===== src/rtl/uart_servo_array.sv =====
// uart_servo_array
//   Multi-channel servo controller driven over an 8N1 UART. A host sends
//   3-byte commands {SYNC_BYTE, channel, position}. Each accepted command
//   updates that channel's target. Once per PWM frame, every channel's
//   position moves toward its target by at most SLEW_STEP. All channels
//   share one frame counter, and each drives a pulse of width
//   MIN_PULSE + position * PULSE_STEP clocks.
//
// Ports
//   clk50mhz       in   system clock
//   rst            in   asynchronous, active-high reset
//   uart_rx        in   asynchronous UART line, idle high
//   servo_pwm_out  out  [NUM_CH] registered PWM, bit i = channel i
//   cmd_valid      out  one-cycle pulse when a command updates a target
//   cmd_ch         out  [4] channel of the last accepted command (held)
//   frame_err      out  one-cycle pulse on a bad stop bit or an out-of-range channel
module uart_servo_array #(
    parameter int         CLK_FREQ   = 50000000,
    parameter int         BAUD_RATE  = 9600,
    parameter int         NUM_CH     = 4,
    parameter int         PERIOD_CYC = 1000000,
    parameter int         MIN_PULSE  = 50000,
    parameter int         PULSE_STEP = 392,
    parameter int         SLEW_STEP  = 1,
    parameter logic [7:0] SYNC_BYTE  = 8'hFF,
    parameter int         INVERT     = 1
) (
    input  logic              clk50mhz,
    input  logic              rst,
    input  logic              uart_rx,
    output logic [NUM_CH-1:0] servo_pwm_out,
    output logic              cmd_valid,
    output logic [3:0]        cmd_ch,
    output logic              frame_err
);

    localparam int                BAUD_TICK   = CLK_FREQ / BAUD_RATE;
    localparam logic [31:0]       HALF_LOAD   = 32'(BAUD_TICK / 2 - 1);
    localparam logic [31:0]       FULL_LOAD   = 32'(BAUD_TICK - 1);
    localparam logic [31:0]       PERIOD_LAST = 32'(PERIOD_CYC - 1);
    localparam logic [7:0]        NUM_CH_B    = 8'(NUM_CH);
    localparam logic [7:0]        STEP_B      = 8'(SLEW_STEP);
    localparam logic signed [9:0] STEP_S      = 10'(SLEW_STEP);

    typedef enum logic [1:0] {IDLE, START, DATA, STOP} uart_st_t;
    typedef enum logic [1:0] {P_IDLE, P_CH, P_POS} pars_st_t;

    // Move pos toward tgt by at most SLEW_STEP. Signed 10-bit difference so
    // the result can neither overshoot nor wrap through 0/255.
    function automatic logic [7:0] slew_next(input logic [7:0] pos, input logic [7:0] tgt);
        logic signed [9:0] d;
        d = $signed({2'b00, tgt}) - $signed({2'b00, pos});
        if (d > STEP_S)
            slew_next = pos + STEP_B;
        else if (d < -STEP_S)
            slew_next = pos - STEP_B;
        else
            slew_next = tgt;
    endfunction

    // 32-bit unsigned arithmetic, enough for MIN_PULSE + 255 * PULSE_STEP.
    function automatic logic [31:0] pulse_width(input logic [7:0] pos);
        pulse_width = 32'(MIN_PULSE) + 32'(pos) * 32'(PULSE_STEP);
    endfunction

    // ---------------- state ----------------
    logic             rx_meta_q, rx_sync_q;
    uart_st_t         ust_q, ust_d;
    logic [31:0]      baud_q, baud_d;
    logic [2:0]       bit_q, bit_d;
    logic [7:0]       shift_q, shift_d;
    pars_st_t         pst_q, pst_d;
    logic [3:0]       ch_q, ch_d;
    logic             cmd_valid_q, cmd_valid_d;
    logic [3:0]       cmd_ch_q, cmd_ch_d;
    logic             frame_err_q, frame_err_d;
    logic [7:0]       tgt_q [NUM_CH];
    logic [7:0]       pos_q [NUM_CH];
    logic [31:0]      pwm_cnt_q, pwm_cnt_d;
    logic [NUM_CH-1:0] pwm_q;

    logic             byte_stb, stop_err, tgt_we;
    logic [7:0]       tgt_val;

    // ---------------- stage: UART bit receiver ----------------
    always_comb begin
        ust_d    = ust_q;
        baud_d   = baud_q;
        bit_d    = bit_q;
        shift_d  = shift_q;
        byte_stb = 1'b0;
        stop_err = 1'b0;
        case (ust_q)
            IDLE: begin
                if (!rx_sync_q) begin
                    ust_d  = START;
                    baud_d = HALF_LOAD;
                end
            end
            START: begin
                if (baud_q == 32'd0) begin
                    if (rx_sync_q) begin
                        ust_d = IDLE;            // too short to be a start bit
                    end else begin
                        ust_d  = DATA;
                        baud_d = FULL_LOAD;
                        bit_d  = 3'd0;
                    end
                end else begin
                    baud_d = baud_q - 32'd1;
                end
            end
            DATA: begin
                if (baud_q == 32'd0) begin
                    shift_d = {rx_sync_q, shift_q[7:1]};
                    baud_d  = FULL_LOAD;
                    bit_d   = bit_q + 3'd1;
                    if (bit_q == 3'd7)
                        ust_d = STOP;
                end else begin
                    baud_d = baud_q - 32'd1;
                end
            end
            STOP: begin
                if (baud_q == 32'd0) begin
                    byte_stb = rx_sync_q;
                    stop_err = !rx_sync_q;
                    ust_d    = IDLE;
                end else begin
                    baud_d = baud_q - 32'd1;
                end
            end
            default: ust_d = IDLE;
        endcase
    end

    // ---------------- stage: command parser ----------------
    assign tgt_val = (INVERT != 0) ? ~shift_q : shift_q;

    always_comb begin
        pst_d       = pst_q;
        ch_d        = ch_q;
        cmd_valid_d = 1'b0;
        cmd_ch_d    = cmd_ch_q;
        frame_err_d = 1'b0;
        tgt_we      = 1'b0;
        if (stop_err) begin
            frame_err_d = 1'b1;
            pst_d       = P_IDLE;
        end else if (byte_stb) begin
            case (pst_q)
                P_IDLE: begin
                    if (shift_q == SYNC_BYTE)
                        pst_d = P_CH;
                end
                P_CH: begin
                    if (shift_q == SYNC_BYTE) begin
                        pst_d = P_CH;
                    end else if (shift_q < NUM_CH_B) begin
                        ch_d  = shift_q[3:0];
                        pst_d = P_POS;
                    end else begin
                        frame_err_d = 1'b1;
                        pst_d       = P_IDLE;
                    end
                end
                P_POS: begin
                    if (shift_q == SYNC_BYTE) begin
                        pst_d = P_CH;
                    end else begin
                        tgt_we      = 1'b1;
                        cmd_valid_d = 1'b1;
                        cmd_ch_d    = ch_q;
                        pst_d       = P_IDLE;
                    end
                end
                default: pst_d = P_IDLE;
            endcase
        end
    end

    // ---------------- stage: frame counter ----------------
    assign pwm_cnt_d = (pwm_cnt_q == PERIOD_LAST) ? 32'd0 : pwm_cnt_q + 32'd1;

    always_ff @(posedge clk50mhz or posedge rst) begin
        if (rst) begin
            // Synchroniser resets to the idle level so reset never looks like a start bit.
            rx_meta_q   <= 1'b1;
            rx_sync_q   <= 1'b1;
            ust_q       <= IDLE;
            baud_q      <= 32'd0;
            bit_q       <= 3'd0;
            shift_q     <= 8'd0;
            pst_q       <= P_IDLE;
            ch_q        <= 4'd0;
            cmd_valid_q <= 1'b0;
            cmd_ch_q    <= 4'd0;
            frame_err_q <= 1'b0;
            pwm_cnt_q   <= 32'd0;
            pwm_q       <= '0;
            for (int i = 0; i < NUM_CH; i++) begin
                tgt_q[i] <= 8'd128;
                pos_q[i] <= 8'd128;
            end
        end else begin
            rx_meta_q   <= uart_rx;
            rx_sync_q   <= rx_meta_q;
            ust_q       <= ust_d;
            baud_q      <= baud_d;
            bit_q       <= bit_d;
            shift_q     <= shift_d;
            pst_q       <= pst_d;
            ch_q        <= ch_d;
            cmd_valid_q <= cmd_valid_d;
            cmd_ch_q    <= cmd_ch_d;
            frame_err_q <= frame_err_d;
            pwm_cnt_q   <= pwm_cnt_d;
            for (int i = 0; i < NUM_CH; i++) begin
                if (tgt_we && (ch_q == 4'(i)))
                    tgt_q[i] <= tgt_val;
                // Slew reads the pre-write target, so a same-cycle write lands next frame.
                if (pwm_cnt_q == 32'd0)
                    pos_q[i] <= slew_next(pos_q[i], tgt_q[i]);
                pwm_q[i] <= (pwm_cnt_q < pulse_width(pos_q[i]));
            end
        end
    end

    assign servo_pwm_out = pwm_q;
    assign cmd_valid     = cmd_valid_q;
    assign cmd_ch        = cmd_ch_q;
    assign frame_err     = frame_err_q;

endmodule


===== config.mk =====
export PLATFORM = sky130hd
export DESIGN_NAME = uart_servo_array
export DESIGN_NICKNAME = d
export VERILOG_FILES = /design/src/rtl/uart_servo_array.sv
export SDC_FILE = /design/constraint.sdc
export NUM_CORES = 1
export LEC_CHECK = 0
export CAP_MARGIN = 0
export CORE_MARGIN = 1.5
export CORE_UTILIZATION = 61
export CTS_BUF_LIST = sky130_fd_sc_hd__clkbuf_8
export DETAILED_ROUTE_END_ITERATION = 12
export DONT_BUFFER_PORTS = 1
export PLACE_DENSITY = 0.77
export SETUP_SLACK_MARGIN = 0.1
export SYNTH_ARGS = -nofsm -noshare
export SYNTH_HDL_FRONTEND = slang
export SYNTH_SLANG_ARGS = --single-unit

===== constraint.sdc =====
create_clock -name clk50mhz -period 8.7 [get_ports clk50mhz]
set_input_delay 2.61 -clock clk50mhz [delete_from_list [all_inputs] [get_ports clk50mhz]]
set_output_delay 2.61 -clock clk50mhz [all_outputs]
set_load 0.02 [all_outputs]

After elaboration in Yosys (flattened, before gate mapping)
Index checks and enable logic that the tools add are counted.

storage, ports and cells
  register bits after elaboration = 159
  output and inout bits = 10
  logic and storage cells = 145
  input port bits = 3

operators by class
  multiplexer cells = 46
  equal/unequal tests = 20
  multipliers = 4
  add/sub/neg operators = 19
  bitwise logic cells = 3
  order comparisons = 13
  reduce and logical (&&, ||, !) cells = 19

operators by type and width
  operator                  count
  $mux W32                  6
  $lt A32 B18 Y1            4
  $pmux W32 S4              1
  $add A16 B17 Y18 const A  4
  $logic_not A32 Y1         2
  $mux W8                   8
  $mul A8 B6 Y14 const B    4
  $gt A9 B2 Y1 const B      4
  $lt A9 B1 Y1 const B      4
  $sub A8 B8 Y9             4
  $add A32 B1 Y32 const B   1
  $add A8 B1 Y8 const B     4
  $eq A32 B20 Y1 const B    1
  $sub A32 B1 Y32 const B   1
  $sub A8 B1 Y8 const B     4
  $mux W2                   11
  $mux W1                   14
  $ne A2 B2 Y1 const B      7
  $reduce_and A5 Y1         2
  $mux W3                   3
  $eq A4 B2 Y1 const B      2
  $eq A8 B8 Y1 const B      1
  $lt A8 B3 Y1 const B      1
  $not A8 Y8                1
  other kinds (18)          30

Longest topological paths before layout
Gate-level depths: netlist of run 1.

  word-level depth = 6
  depth in mapped cells = 21
  gate-level depth less buffers = 21

Worst setup path after synthesis of run 1
No wires, ideal clock.

  path kind = reg-to-reg
  start = register pos_q[25] in the netlist's numbering
  end = register pwm_q[0], in the netlist servo_pwm_out[0]
  data arrival time = 4.338 ns
  path slack = 4.252 ns
  period minus slack after synthesis = 4.448 ns
  stages on the path, launching flop included = 19
  cell sequence = dfrtp_1 > inv_1 > ha_1 > xor2_1 > ha_1 > ha_1 > ha_1 > fa_1 > a21o_1 > a21oi_1 > o21bai_1 > a21oi_1 > xnor2_1 > nor3b_1 > xor2_1 > ha_1 > a21o_1 > a211o_1 > o41ai_1

on the way
  word-level cells in the longest chain between the ends = 3

RTL lines
  what                               line  source
  from (decl)                        78    logic [7:0] pos_q [NUM_CH];
  from (signal, indexed assignment)  223   pos_q[i] <= slew_next(pos_q[i], tgt_q[i]);
  $mul A8 B6 Y14                     63    pulse_width = 32'(MIN_PULSE) + 32'(pos) * 32'(PULSE_STEP);
  $add A16 B17 Y18                   63
  $lt A32 B18 Y1                     224   pwm_q[i] <= (pwm_cnt_q < pulse_width(pos_q[i]));
  to (signal, indexed assignment)    224
  to (decl)                          80    logic [NUM_CH-1:0] pwm_q;

No other way between the ends.
A chain may end at the register's enable or synchronous reset.

Final worst setup path of run 1
Ends and elaborated chain as after synthesis.

==> metrics.md, run 1 <==
| Metric | Value |
|---|---|
| Status | finished, final reports clean |
| Total global-route track usage | 26.72% |
| Top achievable clock speed | 201.3 MHz |
| Top cell types by occurrence after synthesis | 265 x sky130_fd_sc_hd__ha_1, 149 x sky130_fd_sc_hd__dfrtp_1, 148 x sky130_fd_sc_hd__nand2_1 |
| Total clock sinks | 159 |
| Total wire length | 33,230 µm |
| Global route total overflow | 0 |
| Relative slew slack | 24.57% |
| Detailed router's first-iteration violation count | 737 |
| Detailed-route via count | 12,140 |
| First-pass GRT wire length | 56,290 µm |
| Time the final worst path needs with I/O delays and setup | 4.968 ns |
| Placed cells | 1,950 |
| Number of buffers on the longest clock path | 2 |
| Final number of max-transition violations | 0 |
| Worst Clk Skew | 0.01989 ns |
| Ranking of synthesized cells by area | sky130_fd_sc_hd__dfrtp_1 25%, sky130_fd_sc_hd__ha_1 22%, sky130_fd_sc_hd__xnor2_1 4.7%, sky130_fd_sc_hd__nand2_1 3.7%, sky130_fd_sc_hd__xor2_1 3.2% |
| Number of clock buffers inserted by TritonCTS | 17 |
| Synthesized cell area | 0.01486 mm² |
| Commonest register cell after synthesis | sky130_fd_sc_hd__dfrtp_1 |
| Number of distinct library cells after synthesis | 81 |
| Most frequent cell on the critical path | sky130_fd_sc_hd__ha_1 |
| Accumulated negative setup slack | 0 ns |
| Type of the setup path with the least slack | register to register |
| Worst-Skew Late Latency | 0.50 ns |
| Vias in the first global route | 11,970 |
| Unrepaired setup endpoints after global routing | false |
| Average vias per placed instance | 6.123 |
| Layout Cell Area excl Fill | 0.01564 mm² |
| Synthesis-to-finish area growth | 5.238% |
| Worst Setup Start Kind | register |
| DRC viols | 0 |
| Worst path slowest cell | sky130_fd_sc_hd__dfrtp_1 |
| Post-layout net count | 1,926 |
| Leakage Power | 8.184 nW |
| Residual antenna-violating net count after detailed routing | 0 |
| Number of flip-flops and latches in the synthesized netlist | 159 |
| Power density relative to cell area | 88.10 mW/mm² |
| Max IR drop VDD | 0.08552 mV |
| Horizontal die dimension | 159.1 µm |
| Initial core utilization | 62.74% |
| Hold Vio Cnt, Final | 0 |
| Ports | 13 |
| Multi-input combinational cell area | 0.01042 mm² |
| Antenna diode count | 0 |
| Count of cells along the worst register-to-register path | 18 |
| Count of port buffers added during placement | 0 |
| Die outline area | 0.02530 mm² |
| Max FO, Critical Path | 8 |
| Proportion of layout cells with a drive suffix above 1 | 5.652% |
| Largest net degree at the start of global routing | 88 |
| Mapped Cells | 1,654 |
| Post-synthesis sequential area ratio | 26.86% |
| Initial antenna violation count | 0 |
| Core Rows | 56 |
| FF+latch area | 0.003991 mm² |
| Worst EP arrival | 5.34 ns |
| Hold Crit Depth | 0 |
| Layout Cells excl Fill | 1,982 |
| Type of the tightest min-delay check | register to register |
| WP data required | 9.07 ns |
| Syn_nets | 1,930 |
| Power consumption | 1.378 mW |
| Core outline area | 0.02368 mm² |
| Yosys top cell area share | 25.09% |
| Post-CTS setup-driven buffer insertion count | 0 |
| Drt wl/cell | 16.76 µm |
| Number of hold buffers added after CTS | 0 |
| Post-detailed-placement half-perimeter wirelength | 24,910 µm |
| First-pass iteration count of the detailed router | 8 |
| Worst-path cell chain | inv_1, ha_1, xor2_1, ha_1, ha_1, ha_1, fa_1, a21o_1, a21oi_1, o21bai_1, a21oi_1, xnor2_1, nor3b_1, xor2_1, ha_1, a21o_1, a211o_1, o41ai_1 |
| Cts repair resizes | 0 |
| # H-tree levels | 4 |
| Delay of the slowest cell on the worst path | 0.49 ns |
| TritonCTS clock tree | built |
| Share of flip-flops with an asynchronous set or reset after synthesis | 100.0% |
| Die height | 159.1 µm |
| Cell taking the most area after synthesis | sky130_fd_sc_hd__dfrtp_1 |
| Count of warnings emitted by yosys | 0 |
| Final GP Congestion | 0.8955 |
| Post-route clock period utilization | 57.11% |
| Mean instance size in the synthesized netlist | 8.983 µm² |
| Most common cell in the netlist | sky130_fd_sc_hd__ha_1 |
| Final-layout fill cell count | 1,967 |
| Nature of the critical path endpoint | register |
| Cell at the root of the clock tree | sky130_fd_sc_hd__clkbuf_8 |
| Instance area at placement | 0.01518 mm² |
| Slew at the pin closest to its max-slew limit | 1.121 ns |
| Reported max-cap violation count | 0 |
| Number of endpoints failing setup at the final stage | 0 |
| Number of synthesized flops with an enable pin | 0 |
| Clk pin slew, worst setup/hold paths | 0.12 ns |
[logic make-up (layout without fill, tap and decap cells)]
family	count (synthesis)	count (layout)	share of synthesized area, %
and+or+nand+nor	531	531	18.48
AOI/OAI and AO/OA	412	412	18.09
adders and majority gates	273	273	23.39
DFF	159	159	26.86
xor gates and xnor gates	135	135	7.958
buffers and inverters	114	123	3.040
muxes	30	30	2.181
[final timing paths]
| kind | slack (ns) | end | start |
|---|---|---|---|
| setup / recovery | 3.73 | servo_pwm_out[0] | pos_q[25] |
| hold / removal | 0.37 | rx_sync_q | rx_meta_q |
| setup reg to reg | 3.73 | servo_pwm_out[0] | pos_q[25] |
| hold reg to reg | 0.37 | rx_sync_q | rx_meta_q |
| max in group asynchronous | 5.16 | pwm_cnt_q[7] | rst |
| min in group asynchronous | 2.10 | baud_q[18] | rst |
[power breakdown]
part | total (mW) | internal, mW | switching [mW]
clock network | 0.621 | 0.236 | 0.385
registers | 0.741 | 0.740 | 0.000829
logic | 0.0158 | 0.000796 | 0.0150
total | 1.38 | 0.976 | 0.401
[flip-flops by register name, summed over array words and instances, names as in the netlist, 3 cells and up, named ones only]
| name | count |
|---|---|
| baud_q | 32 |
| pos_q | 32 |
| pwm_cnt_q | 32 |
| tgt_q | 32 |
| shift_q | 8 |
| ch_q | 4 |
| cmd_ch | 4 |
| servo_pwm_out | 4 |
| bit_q | 3 |
[worst max-delay path: cells and delay by family (launching register included)]
family / cells / cell delay (ns)
XOR/XNOR: 3 / 0.47
buffers and inverters: 1 / 0.18
adder cells (fa/ha/maj): 6 / 1.88
AO/OA/AOI/OAI: 7 / 1.57
flip-flops: 1 / 0.49
AND/OR/NAND/NOR: 1 / 0.27
[placed cells by master, fill, tap and decap left out, drive strengths merged, types with 15 or more instances in the layout]
| cell type | n |
|---|---|
| xnor2 | 80 |
| xor2 | 55 |
| o21bai | 16 |
| and3 | 17 |
| clkbuf | 17 |
| nor3 | 47 |
| a21oi | 92 |
| nand2b | 42 |
| nand3 | 43 |
| ha | 265 |
| o21ai | 113 |
| nor2b | 19 |
| and2 | 15 |
| nor2 | 106 |
| mux2 | 19 |
| nor4 | 17 |
| inv | 94 |
| nand2 | 149 |
| a21o | 49 |
| a211oi | 17 |
| dfrtp | 149 |
[per-stage QoR]
| step | utilization [%] | setup WS (ns) | hold slack, ns |
|---|---|---|---|
| 6_report | 66.02 | 3.732 | 0.3671 |
| 5_1_grt | 66.02 | 3.493 | 0.3710 |
| 4_1_cts | 66.02 | 3.759 | 0.3672 |
| 3_5_place_dp | 64.12 | 3.815 | 0.3493 |
| 3_3_place_gp | 64.12 | 3.968 | 0.3481 |
| 2_1_floorplan | - | 1.815 | 0.3452 |
[metal layers]
layer	vias to the layer above	wire, µm	track usage [%]
li1	5998	-	-
met1	5821	15280	34.19
met2	266	16010	46.90
met3	51	1239	2.996
met4	0	699	8.962
met5	-	0	0
[final cells by class]
cell class                      count  area share [%]
Multi-Input combinational cell   1381           66.65
Sequential cell                   159           25.53
Tap cell                          319           2.553
Inverter                           84           2.048
Clock buffer                       17           1.496
Clock inverter                     15           1.392
Timing Repair Buffer                7          0.3361
No activity file was read; power rests on OpenSTA's default activity.
==> inputs of run 2 (changes only) <==
--- a/config.mk
+++ b/config.mk
@@ -11,7 +11,7 @@
 export CTS_BUF_LIST = sky130_fd_sc_hd__clkbuf_8
 export DETAILED_ROUTE_END_ITERATION = 12
 export DONT_BUFFER_PORTS = 1
-export PLACE_DENSITY = 0.77
+export PLACE_DENSITY = 0.8
 export SETUP_SLACK_MARGIN = 0.1
 export SYNTH_ARGS = -nofsm -noshare
 export SYNTH_HDL_FRONTEND = slang
==> constraint.sdc (replaced) <==
create_clock -name clk50mhz -period 4.1 [get_ports clk50mhz]
set_input_delay 1.23 -clock clk50mhz [delete_from_list [all_inputs] [get_ports clk50mhz]]
set_output_delay 1.23 -clock clk50mhz [all_outputs]
set_load 0.02 [all_outputs]
==> run 2 against run 1 <==
The flow now finishes with violations (setup timing). Non-clock buffer count grew 104. Clock skew grew 0.0064 ns. Combinational power grew 120%. First-iteration DRC count shrank 1.8%. Cell count grew 5.2%. Hold slack lost 0.0017 ns. Largest cell class unchanged. Largest power group unchanged. Highest routed layer unchanged.
==> metrics.md, run 2 (synthesized netlist as in run 1, its figures left out) <==
| Metric | Value |
|---|---|
| Status | complete, but fails checks |
| Top library cells by usage in the layout, fill and taps aside | 245 x sky130_fd_sc_hd__ha_1, 148 x sky130_fd_sc_hd__nand2_1, 145 x sky130_fd_sc_hd__dfrtp_1 |
| Number of clock buffers inserted by TritonCTS | 17 |
| Top achievable clock speed | 236.1 MHz |
| Register share of total power | 53.6% |
| Synthesis-to-finish area growth | 13.47% |
| First-pass iteration count of the detailed router | 5 |
| Initial antenna violation count | 0 |
| Max IR drop VDD | 0.1559 mV |
| Slew at the pin closest to its max-slew limit | 1.038 ns |
| Layout Cell Area excl Fill | 0.01686 mm² |
| Final number of max-transition violations | 0 |
| Nature of the critical path endpoint | register |
| Average vias per placed instance | 6.123 |
| Core Rows | 56 |
| Worst EP arrival | 4.63 ns |
| M1 WL | 15,320 µm |
| Share of total power in the clock network | 45.2% |
| Worst-Skew Late Latency | 0.50 ns |
| Count of port buffers added during placement | 0 |
| Multi-input combinational cell area | 0.01083 mm² |
| Final GP Congestion | 0.8912 |
| Post-route clock period utilization | 103.3% |
| Accumulated negative setup slack | -0.2315 ns |
| DRC viols | 0 |
| Placed cells | 2,041 |
| Number of buffers on the longest clock path | 2 |
| Failing checks | setup timing |
| Net switching power of the design | 856.6 µW |
| Relative slew slack | 30.65% |
| Type of the tightest min-delay check | register to register |
| Final worst slack | -0.1359 ns |
| Routed met2 length | 18,290 µm |
| Unrepaired setup endpoints after global routing | true |
| Time the final worst path needs with I/O delays and setup | 4.236 ns |
| Clk pin slew, worst setup/hold paths | 0.12 ns |
| Routed wire length on met3 | 1712 µm |
| Highest layer used for signal routing | met4 |
| Die height | 159.1 µm |
| Die outline area | 0.02530 mm² |
| Post-detailed-placement half-perimeter wirelength | 26,480 µm |
| Global route total overflow | 0 |
| WP data required | 4.49 ns |
| Proportion of layout cells with a drive suffix above 1 | 15.05% |
| Power consumption | 2.931 mW |
| Drt wl/cell | 17.50 µm |
| Total global-route track usage | 28.81% |
| Total wire length | 36,500 µm |
| Power density relative to cell area | 173.8 mW/mm² |
| Ports | 13 |
| Type of the setup path with the least slack | register to register |
| Hold Vio Cnt, Final | 0 |
| Initial core utilization | 62.74% |
| Antenna diode count | 0 |
| Combinational Power Share | 1.2% |
| Residual antenna-violating net count after detailed routing | 0 |
| Worst Setup Start Kind | register |
| Reported max-cap violation count | 0 |
| Placement Setup Slack | -0.2090 ns |
| FF+latch area | 0.003996 mm² |
| Sw Share | 29.23% |
| Number of endpoints failing setup at the final stage | 3 |
| Final-layout fill cell count | 1,792 |
| Max FO, Critical Path | 4 |
| Final worst hold slack | 0.3654 ns |
| Vias in the first global route | 12,880 |
| Core outline area | 0.02368 mm² |
| First-pass GRT wire length | 60,750 µm |
| Leading cell type in the layout, fill and taps excluded | sky130_fd_sc_hd__ha_1 |
| Instance area at placement | 0.01602 mm² |
| Post-layout net count | 2,030 |
| Internal | 2.074 mW |
| Layout Cells excl Fill | 2,086 |
| Largest net degree at the start of global routing | 160 |
| Detailed router's first-iteration violation count | 724 |
| Leakage Power | 8.761 nW |
| Detailed-route via count | 12,770 |
| Core occupancy in the finished layout | 71.19% |
| Cell at the root of the clock tree | sky130_fd_sc_hd__clkbuf_8 |
| Total clock sinks | 159 |
| Worst Clk Skew | 0.02631 ns |
| Horizontal die dimension | 159.1 µm |
| # H-tree levels | 4 |
| TritonCTS clock tree | built |
==> run 2: worst max-delay path, cell delays in order (launching register included) <==
cell and delay (ns):
sky130_fd_sc_hd__dfrtp_2 0.46, sky130_fd_sc_hd__inv_4 0.07, sky130_fd_sc_hd__ha_4 0.20, sky130_fd_sc_hd__xor2_1 0.14
sky130_fd_sc_hd__ha_1 0.29, sky130_fd_sc_hd__ha_1 0.29, sky130_fd_sc_hd__ha_2 0.20, sky130_fd_sc_hd__fa_2 0.34
sky130_fd_sc_hd__a21o_1 0.17, sky130_fd_sc_hd__a21oi_2 0.15, sky130_fd_sc_hd__buf_4 0.12, sky130_fd_sc_hd__xnor2_1 0.12
sky130_fd_sc_hd__nand3_1 0.14, sky130_fd_sc_hd__nor3b_2 0.19, sky130_fd_sc_hd__xor2_1 0.16, sky130_fd_sc_hd__ha_1 0.33
sky130_fd_sc_hd__a21o_1 0.19, sky130_fd_sc_hd__a211o_1 0.28, sky130_fd_sc_hd__o41ai_2 0.27
==> run 2: layout make-up <==
class / instances / share of cell area [%]
multi-input combinational: 1381 / 64.21
inverter: 84 / 1.922
tap: 319 / 2.367
sequential: 159 / 23.70
timing repair buffer: 111 / 5.091
clock inverter: 15 / 1.321
clock buffer: 17 / 1.388
==> run 2: final timing paths <==
kind,startpoint,endpoint,slack (ns),cells past startpoint
worst min-delay path,rx_meta_q,rx_sync_q,0.37,0
worst max-delay path,pos_q[25],servo_pwm_out[0],-0.14,18
max in group asynchronous,rst,pos_q[17],2.56,2
worst max register to register,pos_q[25],servo_pwm_out[0],-0.14,18
min in group asynchronous,rst,pos_q[27],0.88,2
worst min register to register,rx_meta_q,rx_sync_q,0.37,0
==> run 2: what timing repair did <==
item / in CTS / in global routing
pin swaps: 28 / 25
buffers inserted: 8 / 5
setup endpoints to repair: 4 / 4
hold buffers: 0 / 0
resized for setup: 20 / 27
==> run 2: metal layers <==
| layer | vias to the layer above | global-route usage, % |
|---|---|---|
| met5 | - | 0 |
| met4 | 0 | 10.46 |
| met3 | 91 | 5.210 |
| met2 | 298 | 50.91 |
| met1 | 6168 | 35.00 |
| li1 | 6215 | - |
==> run 2: power by group through the flow <==
stage | registers, mW | logic, mW | clock network (mW)
6_report | 1.57 | 0.0348 | 1.32
3_3_place_gp | 1.60 | 0.0365 | 0
3_5_place_dp | 1.60 | 0.0371 | 0
2_1_floorplan | 1.60 | 0.0261 | 0
5_1_grt | 1.57 | 0.0418 | 1.41
4_1_cts | 1.57 | 0.0370 | 1.35
